### src/rtl/uart_cmd_pkg.sv
// uart_cmd_pkg: shared state encoding, frame constants and checksum helper for uart_cmd_ctrl.
// Macro UART_CMD_CHKSUM_EN adds the CHK state, the 5-byte frame and the checksum helper.
package uart_cmd_pkg;

    localparam logic [7:0] SYNC_BYTE_DEF = 8'hA5;

`ifdef UART_CMD_CHKSUM_EN
    localparam int unsigned FRAME_BYTES = 5;
`else
    localparam int unsigned FRAME_BYTES = 4;
`endif

    // Byte-collecting states are numbered by their byte position in the frame.
    typedef enum logic [2:0] {
        IDLE = 3'd0,
        OPC  = 3'd1,
        DHI  = 3'd2,
        DLO  = 3'd3,
`ifdef UART_CMD_CHKSUM_EN
        CHK  = 3'd4,
`endif
        HOLD = 3'd5
    } state_t;

    localparam state_t LAST_BYTE_ST = state_t'(3'(FRAME_BYTES - 1));

`ifdef UART_CMD_CHKSUM_EN
    function automatic logic chk_ok(input logic [7:0] opc, input logic [7:0] hi,
                                    input logic [7:0] lo, input logic [7:0] chk);
        logic [7:0] sum;
        sum = opc + hi + lo + chk;
        return sum == 8'h00;
    endfunction
`endif

endpackage

### src/rtl/cmd_timer.sv
// cmd_timer: inter-byte watchdog; counts while en, clears on clr, flags the last allowed cycle.
module cmd_timer #(
    parameter int unsigned TIMEOUT_CYC = 4096
) (
    input  logic clk,
    input  logic rst_n,
    input  logic clr,
    input  logic en,
    output logic expire
);
    localparam int unsigned   CW   = (TIMEOUT_CYC > 1) ? $clog2(TIMEOUT_CYC) : 1;
    localparam logic [CW-1:0] LAST = CW'(TIMEOUT_CYC - 1);

    logic [CW-1:0] cnt_q, cnt_d;

    always_comb begin
        cnt_d = cnt_q;
        if (clr) begin
            cnt_d = '0;
        end else if (en) begin
            cnt_d = cnt_q + CW'(1);
        end
    end

    always_ff @(posedge clk or negedge rst_n) begin
        if (!rst_n) begin
            cnt_q <= '0;
        end else begin
            cnt_q <= cnt_d;
        end
    end

    assign expire = en && (cnt_q == LAST);

endmodule

### src/rtl/uart_cmd_ctrl.sv
// uart_cmd_ctrl: assembles SYNC/OPCODE/DATA_HI/DATA_LO[/CHK] frames from a UART receiver into a
// held command. Define UART_CMD_CHKSUM_EN to require and verify the trailing CHK byte.
module uart_cmd_ctrl
    import uart_cmd_pkg::*;
#(
    parameter logic [7:0]  SYNC_BYTE   = SYNC_BYTE_DEF,
    parameter int unsigned TIMEOUT_CYC = 4096
) (
    input  logic        clk,
    input  logic        rst_n,
    input  logic        rx_rdy,
    input  logic [7:0]  rx_data,
    output logic        clr_rdy,
    output logic        cmd_vld,
    output logic [7:0]  opcode,
    output logic [15:0] data,
    input  logic        cmd_ack,
    output logic        err
);
    state_t      state_q, state_d;
    logic [7:0]  opcode_q, opcode_d;
    logic [15:0] data_q, data_d;
    logic        clr_rdy_q, clr_rdy_d;
    logic        err_q, err_d;
    logic        armed_q, armed_d;
    logic        take, in_frame, tmr_clr, tmr_expire, frame_good;

    // armed_q blocks a second capture of the same byte until rx_rdy has been seen low.
    assign in_frame = (state_q != IDLE) && (state_q != HOLD);
    assign take     = rx_rdy && armed_q && (state_q != HOLD);
    assign tmr_clr  = take || !in_frame;

`ifdef UART_CMD_CHKSUM_EN
    assign frame_good = chk_ok(opcode_q, data_q[15:8], data_q[7:0], rx_data);
`else
    assign frame_good = 1'b1;
`endif

    cmd_timer #(
        .TIMEOUT_CYC(TIMEOUT_CYC)
    ) u_timer (
        .clk    (clk),
        .rst_n  (rst_n),
        .clr    (tmr_clr),
        .en     (in_frame),
        .expire (tmr_expire)
    );

    always_comb begin
        state_d   = state_q;
        opcode_d  = opcode_q;
        data_d    = data_q;
        err_d     = 1'b0;
        clr_rdy_d = take;
        armed_d   = take ? 1'b0 : (armed_q || !rx_rdy);

        case (state_q)
            IDLE: begin
                if (take && (rx_data == SYNC_BYTE)) begin
                    state_d = OPC;
                end
            end
            HOLD: begin
                if (cmd_ack) begin
                    state_d = IDLE;
                end
            end
            default: begin
                // A byte arriving on the expiry cycle wins over the timeout.
                if (take) begin
                    if (state_q == OPC) opcode_d = rx_data;
                    if (state_q == DHI) data_d[15:8] = rx_data;
                    if (state_q == DLO) data_d[7:0] = rx_data;
                    if (state_q == LAST_BYTE_ST) begin
                        state_d = frame_good ? HOLD : IDLE;
                        err_d   = !frame_good;
                    end else begin
                        state_d = state_t'(state_q + 3'd1);
                    end
                end else if (tmr_expire) begin
                    state_d = IDLE;
                    err_d   = 1'b1;
                end
            end
        endcase
    end

    always_ff @(posedge clk or negedge rst_n) begin
        if (!rst_n) begin
            state_q   <= IDLE;
            opcode_q  <= 8'h00;
            data_q    <= 16'h0000;
            clr_rdy_q <= 1'b0;
            err_q     <= 1'b0;
            armed_q   <= 1'b1;
        end else begin
            state_q   <= state_d;
            opcode_q  <= opcode_d;
            data_q    <= data_d;
            clr_rdy_q <= clr_rdy_d;
            err_q     <= err_d;
            armed_q   <= armed_d;
        end
    end

    assign clr_rdy = clr_rdy_q;
    assign err     = err_q;
    assign opcode  = opcode_q;
    assign data    = data_q;
    assign cmd_vld = (state_q == HOLD);

endmodule

### config.mk
export PLATFORM = sky130hd
export DESIGN_NAME = uart_cmd_ctrl
export DESIGN_NICKNAME = d
export VERILOG_FILES = /design/src/rtl/uart_cmd_pkg.sv /design/src/rtl/cmd_timer.sv /design/src/rtl/uart_cmd_ctrl.sv
export SDC_FILE = /design/constraint.sdc
export NUM_CORES = 1
export LEC_CHECK = 0
export CORE_AREA = 2 2 64 66
export CTS_CLUSTER_SIZE = 14
export DETAILED_ROUTE_END_ITERATION = 10
export DIE_AREA = 0 0 66 68
export GPL_TIMING_DRIVEN = 0
export PLACE_DENSITY = 0.77
export SLEW_MARGIN = 5
export SYNTH_ARGS = -nofsm -noshare
export SYNTH_HDL_FRONTEND = slang
export SYNTH_SLANG_ARGS = --single-unit
### constraint.sdc
create_clock -name clk -period 3.4 [get_ports clk]
set_input_delay 0.68 -clock clk [delete_from_list [all_inputs] [get_ports clk]]
set_output_delay 0.68 -clock clk [all_outputs]
set_load 0.005 [all_outputs]
Word level (Yosys, flattened, before mapping)
Index checks and enable logic that the tools add are counted.
{"block": "word_totals", "regBits": 42, "elab_cells": 50, "output_inout_bits": 27, "in_bits": 12}
{"block": "classes", "add_sub_neg": 2, "n_bitwise": 1, "n_eq_ne": 9, "reduce_logical": 18, "mux": 12}
{"cell": "$mux W12", "n": 2}
{"cell": "$mux W3", "n": 5}
{"cell": "$add A12 B1 Y12 const B", "n": 1}
{"cell": "$eq A12 B12 Y1 const B", "n": 1}
{"cell": "$reduce_and A3 Y1", "n": 4}
{"cell": "$eq A8 B8 Y1 const B", "n": 1}
{"cell": "$eq A3 B2 Y1 const B", "n": 2}
{"cell": "$pmux W3 S2", "n": 1}
{"cell": "$logic_and A1 B1 Y1", "n": 5}
{"cell": "$mux W1", "n": 4}
{"cell": "$reduce_bool A4 Y1", "n": 1}
{"cell": "$add A3 B1 Y3 const B", "n": 1}
{"cell": "$eq A3 B1 Y1 const B", "n": 1}
{"cell": "$eq A3 B3 Y1 const B", "n": 1}
{"cell": "$logic_not A3 Y1", "n": 1}
{"cell": "$ne A3 B3 Y1 const B", "n": 1}
{"cell": "$reduce_bool A3 Y1", "n": 1}
{"cell": "$logic_not A1 Y1", "n": 2}
{"cell": "$logic_or A1 B1 Y1", "n": 2}
{"cell": "$ne A2 B1 Y1 const B", "n": 1}
{"cell": "$ne A2 B2 Y1 const B", "n": 1}
{"cell": "$reduce_bool A2 Y1", "n": 1}
{"cell": "$reduce_or A2 Y1", "n": 1}
{"cell": "$not A1 Y1", "n": 1}

Depth between registers and ports, before layout
Gate-level depths: netlist of run 1.
{"block": "logic_depth", "word_depth": 6, "mapped_depth": 7, "depth_no_buf": 7}

Modules after synthesis
Synthesis of run 1 repeated with hierarchy kept, for this count alone.
{"block": "hier_totals", "hier_cells": 150, "hier_area_um2": 1919.3}
{"mod": "uart_cmd_ctrl", "seq_area_each_um2": 752.0, "n_inst": 1, "area_each_um2": 1315.0, "cells_each": 90}
{"mod": "cmd_timer", "seq_area_each_um2": 300.3, "n_inst": 1, "area_each_um2": 604.3, "cells_each": 60}

Least setup slack after synthesis of run 1
No wires, ideal clock.
{"block": "synth_path", "path_type": "flip-flop to flip-flop", "start": "register u_timer.cnt_q[0]", "end": "register state_q[0]", "n_path_buf": 0, "path_stages_with_launch": 6, "setup_ns": 0.125, "setup_slack_ns": 1.359, "period_less_slack_ns": 2.041, "arrival_ns": 1.916, "t_required_ns": 3.275, "path_cell_list": "dfrtp_1 > ha_1 > nand2_1 > or4_4 > a2111oi_4 > mux2_4"}
{"block": "synth_between", "elab_chain_len": 4}
{"element": "start: declaration", "line_no": "cmd_timer.sv:14", "text": "logic [CW-1:0] cnt_q, cnt_d;"}
{"element": "start signal: assignment", "line_no": "cmd_timer.sv:29", "text": "cnt_q <= cnt_d;"}
{"element": "$eq A12 B12 Y1", "line_no": "cmd_timer.sv:33", "text": "assign expire = en && (cnt_q == LAST);"}
{"element": "$logic_and A1 B1 Y1", "line_no": "cmd_timer.sv:33"}
{"element": "$reduce_bool A4 Y1 (no line)"}
{"element": "$reduce_and A3 Y1 (no line)"}
{"element": "end signal: assignment", "line_no": "uart_cmd_ctrl.sv:97", "text": "state_q <= state_d;"}
{"element": "end: declaration", "line_no": "uart_cmd_ctrl.sv:20", "text": "state_t state_q, state_d;"}
No other way between the ends.
A chain may end at the register's enable or synchronous reset.

Worst setup path in the final report of run 1
{"block": "layout_path", "start": "register state_q[1]", "end": "output port cmd_vld"}
{"block": "layout_between", "elab_chain_len": 1}
{"element": "$eq A3 B3 Y1", "line_no": "uart_cmd_ctrl.sv:110", "text": "assign cmd_vld = (state_q == HOLD);"}
{"element": "end: declaration", "line_no": "uart_cmd_ctrl.sv:14", "text": "output logic cmd_vld,"}
No other way between the ends.

==> results.cfg, run 1 <==
[clocking]
htreeDepth = 2
clk_latency_ps = 290
clkSlewWorstSetupHoldPaths_ps = 80
cts_post_setup_buffers_inserted = 0
number_of_buffers_created_by_cts = 5
holdBufCountCts = 0
cts_root_buffer = clkbuf_8
clockBufferDepth = 2
tritoncts_clock_tree = done
clock_sink_count = 42
cts_resized = 0

[layout]
post_route_cells_drive_above_1_share_pct = 21.88
layout_common_cells = dfrtp_1, clkdlybuf4s50_1, mux2_2
layout-area-overhead-vs-synth_pct = 29.74
mostFrequentLayoutCell = dfrtp_1
fin_area_um2 = 2391
diodes = 0
num-nets-final = 209

[floorplanning]
io_pins = 39
design.core.area_um2 = 3856
rows = 23
floorplan.die.width_um = 66
initial_core_util_pct = 47.79
fp.dieH_um = 68
floorplan.die_area_um2 = 4488

[synthesis]
flip_flop_and_latch_count_after_synthesis = 42
ys_seq_area_share_pct = 57.09
synth.top_cell.area_share_pct = 55.67
synth_area_leader_cell = dfrtp_1
post_synth_instance_area_um2 = 1843
synth.lib_cells_used.distinct = 28
syn_nets = 163
yosysWarnings = 0
syn-instance-count = 145
synth.area.top_cells = dfrtp_1, mux2_2, ha_1
syn_area_per_cell_um2 = 12.71

[global_route]
number_of_global_route_vias_before_repair = 1305
grt_antenna_before_repair = 0
gr-usage-all-layers_pct = 18.88
grt_overflow = 0
grt_max_degree = 37
global_route_wire_length_before_repair_mm = 6.216

[routing]
totalWireLength_mm = 3.831
wl_per_cell_um = 15.83
drc_errors = 0
number_of_detailed_routing_iterations_run_before_antenna_repair = 4
detailedRoute.firstIterationViolations = 61
postRouteAntennaNets = 0
detailroute.wirelength.met3_um = 257
routed_length_on_met2_mm = 1.990
num_vias = 1279
drt_met1_wl_mm = 1.555
detail_route.vias_per_cell = 5.285
highest_layer = met4

[placed_design]
dp_hpwl_mm = 2.782
placed_area_um2 = 2301
globalplace.congestion = 0.7795
numPortBuffers = 38

[timing]
final_hold_viol_count = 0
finClkSkew_ps = 8.463
max_slew_margin_pct = 67.44
fmaxAchievable_mhz = 410.9
total_count_of_max_transition_violations_in_the_final_report = 0
finalWorstPathRequiredPeriod_ps = 2434
report.final.setup_viol = 0
post-route-period-util_pct = 71.58
setup_tns_ps = 0
worst_slew_pin_slew_ps = 487.0
grt_setup_unrepaired = no

[setup_path]
cp.required_ps = 2720
timing.critical_path.mode_cell = inv_1
max_stage_delay_ps = 520
timing.critical_path.cells = inv_1, ha_1, nand2_1, inv_1, clkdlybuf4s50_1
critical_path.top_delay_family = buffers and inverters
worst-endpoint-arrival_ps = 1750
worstSetupPathType = reg2out
critical_path.reg2reg.startpoint = u_timer.cnt_q[0]
regToRegEndpoint = state_q[0]
end_kind = output port
cp_max_fo = 4
cp-start-kind = flop
worst_r2r_path_depth = 5
critPathBufInv = 3
ff2ff_setup_slack_ps = 1160
crit_slowest_cell = clkdlybuf4s50_1

[job]
max_cap_viol_count = 0

[power_and_ir_drop]
vdd_drop_max_uv = 366.5
power.total_w = 0.001750
cell_area_power_density_nw_per_um2 = 731.9
static-leakage-power_nw = 1.057

[hold_path]
min_path_type = in2async

[outcome]
run_status = finished, final reports clean
-- cells in the mapped netlist, drive strengths merged --
library cell	instances
nand2b	1
o31ai	1
o22ai	1
o21ai	2
inv	5
a21oi	3
nor2	14
xor2	5
and2	1
dfstp	1
nor4bb	2
a2111oi	1
nand4	3
or4	1
nand2	10
or3	1
and3	2
mux2	25
xnor2	4
and4	1
dfrtp	41
clkbuf	2
nor3	4
nand3	8
ha	6
-- state kept, by name, summed over array words and instances (netlist names) --
name,cells
err,1
state_q,3
armed_q,1
clr_rdy,1
u_timer.cnt_q,12
opcode,8
data,16
-- how the worst max path moves through the flow --
stage                     start    endpoint  depth (start not counted)
2_1_floorplan  u_timer.cnt_q[0]  state_q[0]                          5
3_3_place_gp              rst_n     data[0]                          1
3_5_place_dp         rx_data[2]  state_q[0]                          5
4_1_cts              state_q[1]     cmd_vld                          5
5_1_grt              state_q[1]     cmd_vld                          5
6_report             state_q[1]     cmd_vld                          5
-- layout make-up --
class	count	area [um2]
plain buffers	2	7.507
flip-flops and latches	42	1052
multi-input cells	96	764.5
repair buffers	39	395.4
fillers	330	1465
well taps	50	62.56
clock buffers	5	68.82
clock inverters	3	21.27
inverters	5	18.77
-- routing by layer --
metal / vias up / GRT usage [%]
met3: 3 / 7.237
met2: 36 / 33.59
met5: - / 0
li1: 601 / -
met1: 639 / 21.43
met4: 0 / 5.102
-- metrics by stage --
stage | utilization, % | hold WS, ps | cells | setup WS (ps)
global placement | 59.28 | 458.4 | 233 | 674.6
finish | 62.01 | 217.8 | 242 | 966.4
CTS | 62.01 | 214.6 | 242 | 972.9
detailed placement | 59.67 | 460.3 | 234 | 765.2
floorplan | - | 384.4 | 145 | 1359
global route | 62.01 | 213.2 | 242 | 861.7
-- power by group --
part	total (W)	leakage, nW	internal, W	switching, W
clock	0.000317	0.0441	0.000144	0.000172
sequential	0.000756	0.543	0.000657	0.0000987
combinational	0.000677	0.470	0.000420	0.000258
-- cells by family after synthesis --
kind of cell | synth area share (%)
simple gates | 14.05
compound gates | 3.598
mux | 15.48
buf+inv | 1.426
flops | 57.09
fa+ha+maj | 4.073
xor+xnor | 4.277
Note: power is estimated with default switching activity, not from simulation.
==> inputs of run 2 (changes only) <==
- clock period: 3.4 -> 2.3 ns (I/O delays scaled with it)
==> run 2 against run 1 <==
Net effect: wire length up 0.65%; via count increased by 1.3%; final cell count up 0.41%; sequential share of layout area fell by 0.23 points.
==> results.cfg, run 2 (same netlist as run 1, synthesis figures left out) <==
[clocking]
clk_latency_ps = 290
clockBufferDepth = 2
clkSlewWorstSetupHoldPaths_ps = 80
htreeDepth = 2
cts_root_buffer = clkbuf_8
cts_post_setup_buffers_inserted = 0
number_of_buffers_created_by_cts = 5
clock_sink_count = 42
tritoncts_clock_tree = done

[floorplanning]
fp.dieH_um = 68
floorplan.die_area_um2 = 4488
floorplan.die.width_um = 66
initial_core_util_pct = 47.79
io_pins = 39
design.core.area_um2 = 3856
rows = 23

[layout]
mostFrequentLayoutCell = dfrtp_1
final.fill_count = 328
post_route_cells_drive_above_1_share_pct = 22.80
largest_reg_flops = 16
layout_common_cells = dfrtp_1, clkdlybuf4s50_1, mux2_2
layout-area-overhead-vs-synth_pct = 30.41
multi_input_area_um2 = 767.0
diodes = 0
area.sequential_um2 = 1052
utilization_pct = 62.33
fin_area_um2 = 2404
num-nets-final = 210

[power_and_ir_drop]
vdd_drop_max_uv = 541.8
static-leakage-power_nw = 1.057
switching_share_pct = 30.23
proportion_of_power_drawn_by_flip_flops_and_latches_pct = 43.1
internal_power_w = 0.001808
combPwrFrac_pct = 38.8
power.total_w = 0.002592
p_clk_share_pct = 18.0
cell_area_power_density_nw_per_um2 = 1078
power_switching_w = 0.0007836

[hold_path]
startpoint_of_the_worst_hold_path = armed_q
whs_endpoint = armed_q
min_path_type = reg2reg
number_of_instances_on_the_worst_hold_path = 2

[timing]
finalWorstPathRequiredPeriod_ps = 2173
grt_setup_unrepaired = no
final_hold_viol_count = 0
finClkSkew_ps = 8.331
report.final.setup_viol = 0
worst_slew_pin_slew_ps = 473.7
total_count_of_max_transition_violations_in_the_final_report = 0
fmaxAchievable_mhz = 460.1
max_slew_margin_pct = 68.33
layout_setup_ws_ps = 126.8
post-route-period-util_pct = 94.49

[global_route]
grt_antenna_before_repair = 0
number_of_global_route_vias_before_repair = 1317
grt_overflow = 0
gr-usage-all-layers_pct = 18.96
grt_max_degree = 37
global_route_wire_length_before_repair_mm = 6.244

[routing]
postRouteAntennaNets = 0
detailedRoute.firstIterationViolations = 47
detail_route.vias_per_cell = 5.333
totalWireLength_mm = 3.856
num_vias = 1296
number_of_detailed_routing_iterations_run_before_antenna_repair = 4
drc_errors = 0
wl_per_cell_um = 15.87

[outcome]
run_status = finished, final reports clean

[setup_path]
end_kind = output port
worst-endpoint-arrival_ps = 1710
worst_r2r_path_depth = 5
regToRegEndpoint = state_q[0]
cp.required_ps = 1840
critical_path.reg2reg.startpoint = u_timer.cnt_q[0]
ff2ff_setup_slack_ps = 160
worstSetupPathType = reg2out
cp_max_fo = 4
cp-start-kind = flop

[job]
max_cap_viol_count = 0

[placed_design]
globalplace.congestion = 0.7795
place_ws_ps = -114.8
dp_hpwl_mm = 2.782
placed_area_um2 = 2301
numPortBuffers = 38
==> run 2: cell count changes in the layout (fill, tap and decap cells not counted), sizes merged <==
cell,change
dlygate4sd3,+1
==> run 2: power by group through the flow <==
stage	Combinational (W)	Sequential (W)	Clock, W
finish	0.00101	0.00112	0.000468
CTS	0.00102	0.00112	0.000486
global route	0.00111	0.00115	0.000513
global placement	0.000959	0.00111	0
detailed placement	0.00101	0.00113	0
floorplan	0.000447	0.00112	0
==> run 2: timing repair <==
item | 4_1_cts | 5_1_grt
endpoints found under the setup margin | 0 | 2
endpoints found under the hold margin | 6 | 0
resized for setup | 0 | 2
hold buffers | 1 | 0
==> run 2: layer usage <==
layer | track usage (%) | vias up | wire (um)
met5 | 0 | - | 0
met4 | 5.102 | 0 | 26
met3 | 7.237 | 3 | 277
met2 | 33.84 | 44 | 1978
met1 | 21.43 | 644 | 1574
li1 | - | 605 | -
==> run 2: cell type report <==
type / instances / share of cell area, %
clock inverter: 3 / 0.8850
buffer: 2 / 0.3123
sequential: 42 / 43.78
clock buffer: 5 / 2.863
inverter: 5 / 0.7808
multi-input combinational: 96 / 31.91
timing repair buffer: 40 / 16.87
tap: 50 / 2.603
==> run 2: through the flow <==
step           cells  hold slack, ps  TNS, ps
2_1_floorplan    145           164.4        0
3_3_place_gp     233           458.4    -8445
3_5_place_dp     234           315.9   -547.4
4_1_cts          243           472.7        0
5_1_grt          243           482.5        0
6_report         243           470.5        0
==> run 2: worst max-delay path by stage <==
stage	from	end	slack, ps
detailed placement	rx_data[2]	state_q[0]	-110
global route	state_q[1]	cmd_vld	30
finish	state_q[1]	cmd_vld	130
global placement	rst_n	data[0]	-210
CTS	u_timer.cnt_q[0]	state_q[0]	70
floorplan	u_timer.cnt_q[0]	state_q[0]	260
==> run 2: critical path, cell delays in order, from the launching register on <==
cell	delay (ps)
dfrtp_1	410
inv_1	100
ha_1	180
nand2_1	110
inv_2	110
clkdlybuf4s50_1	500
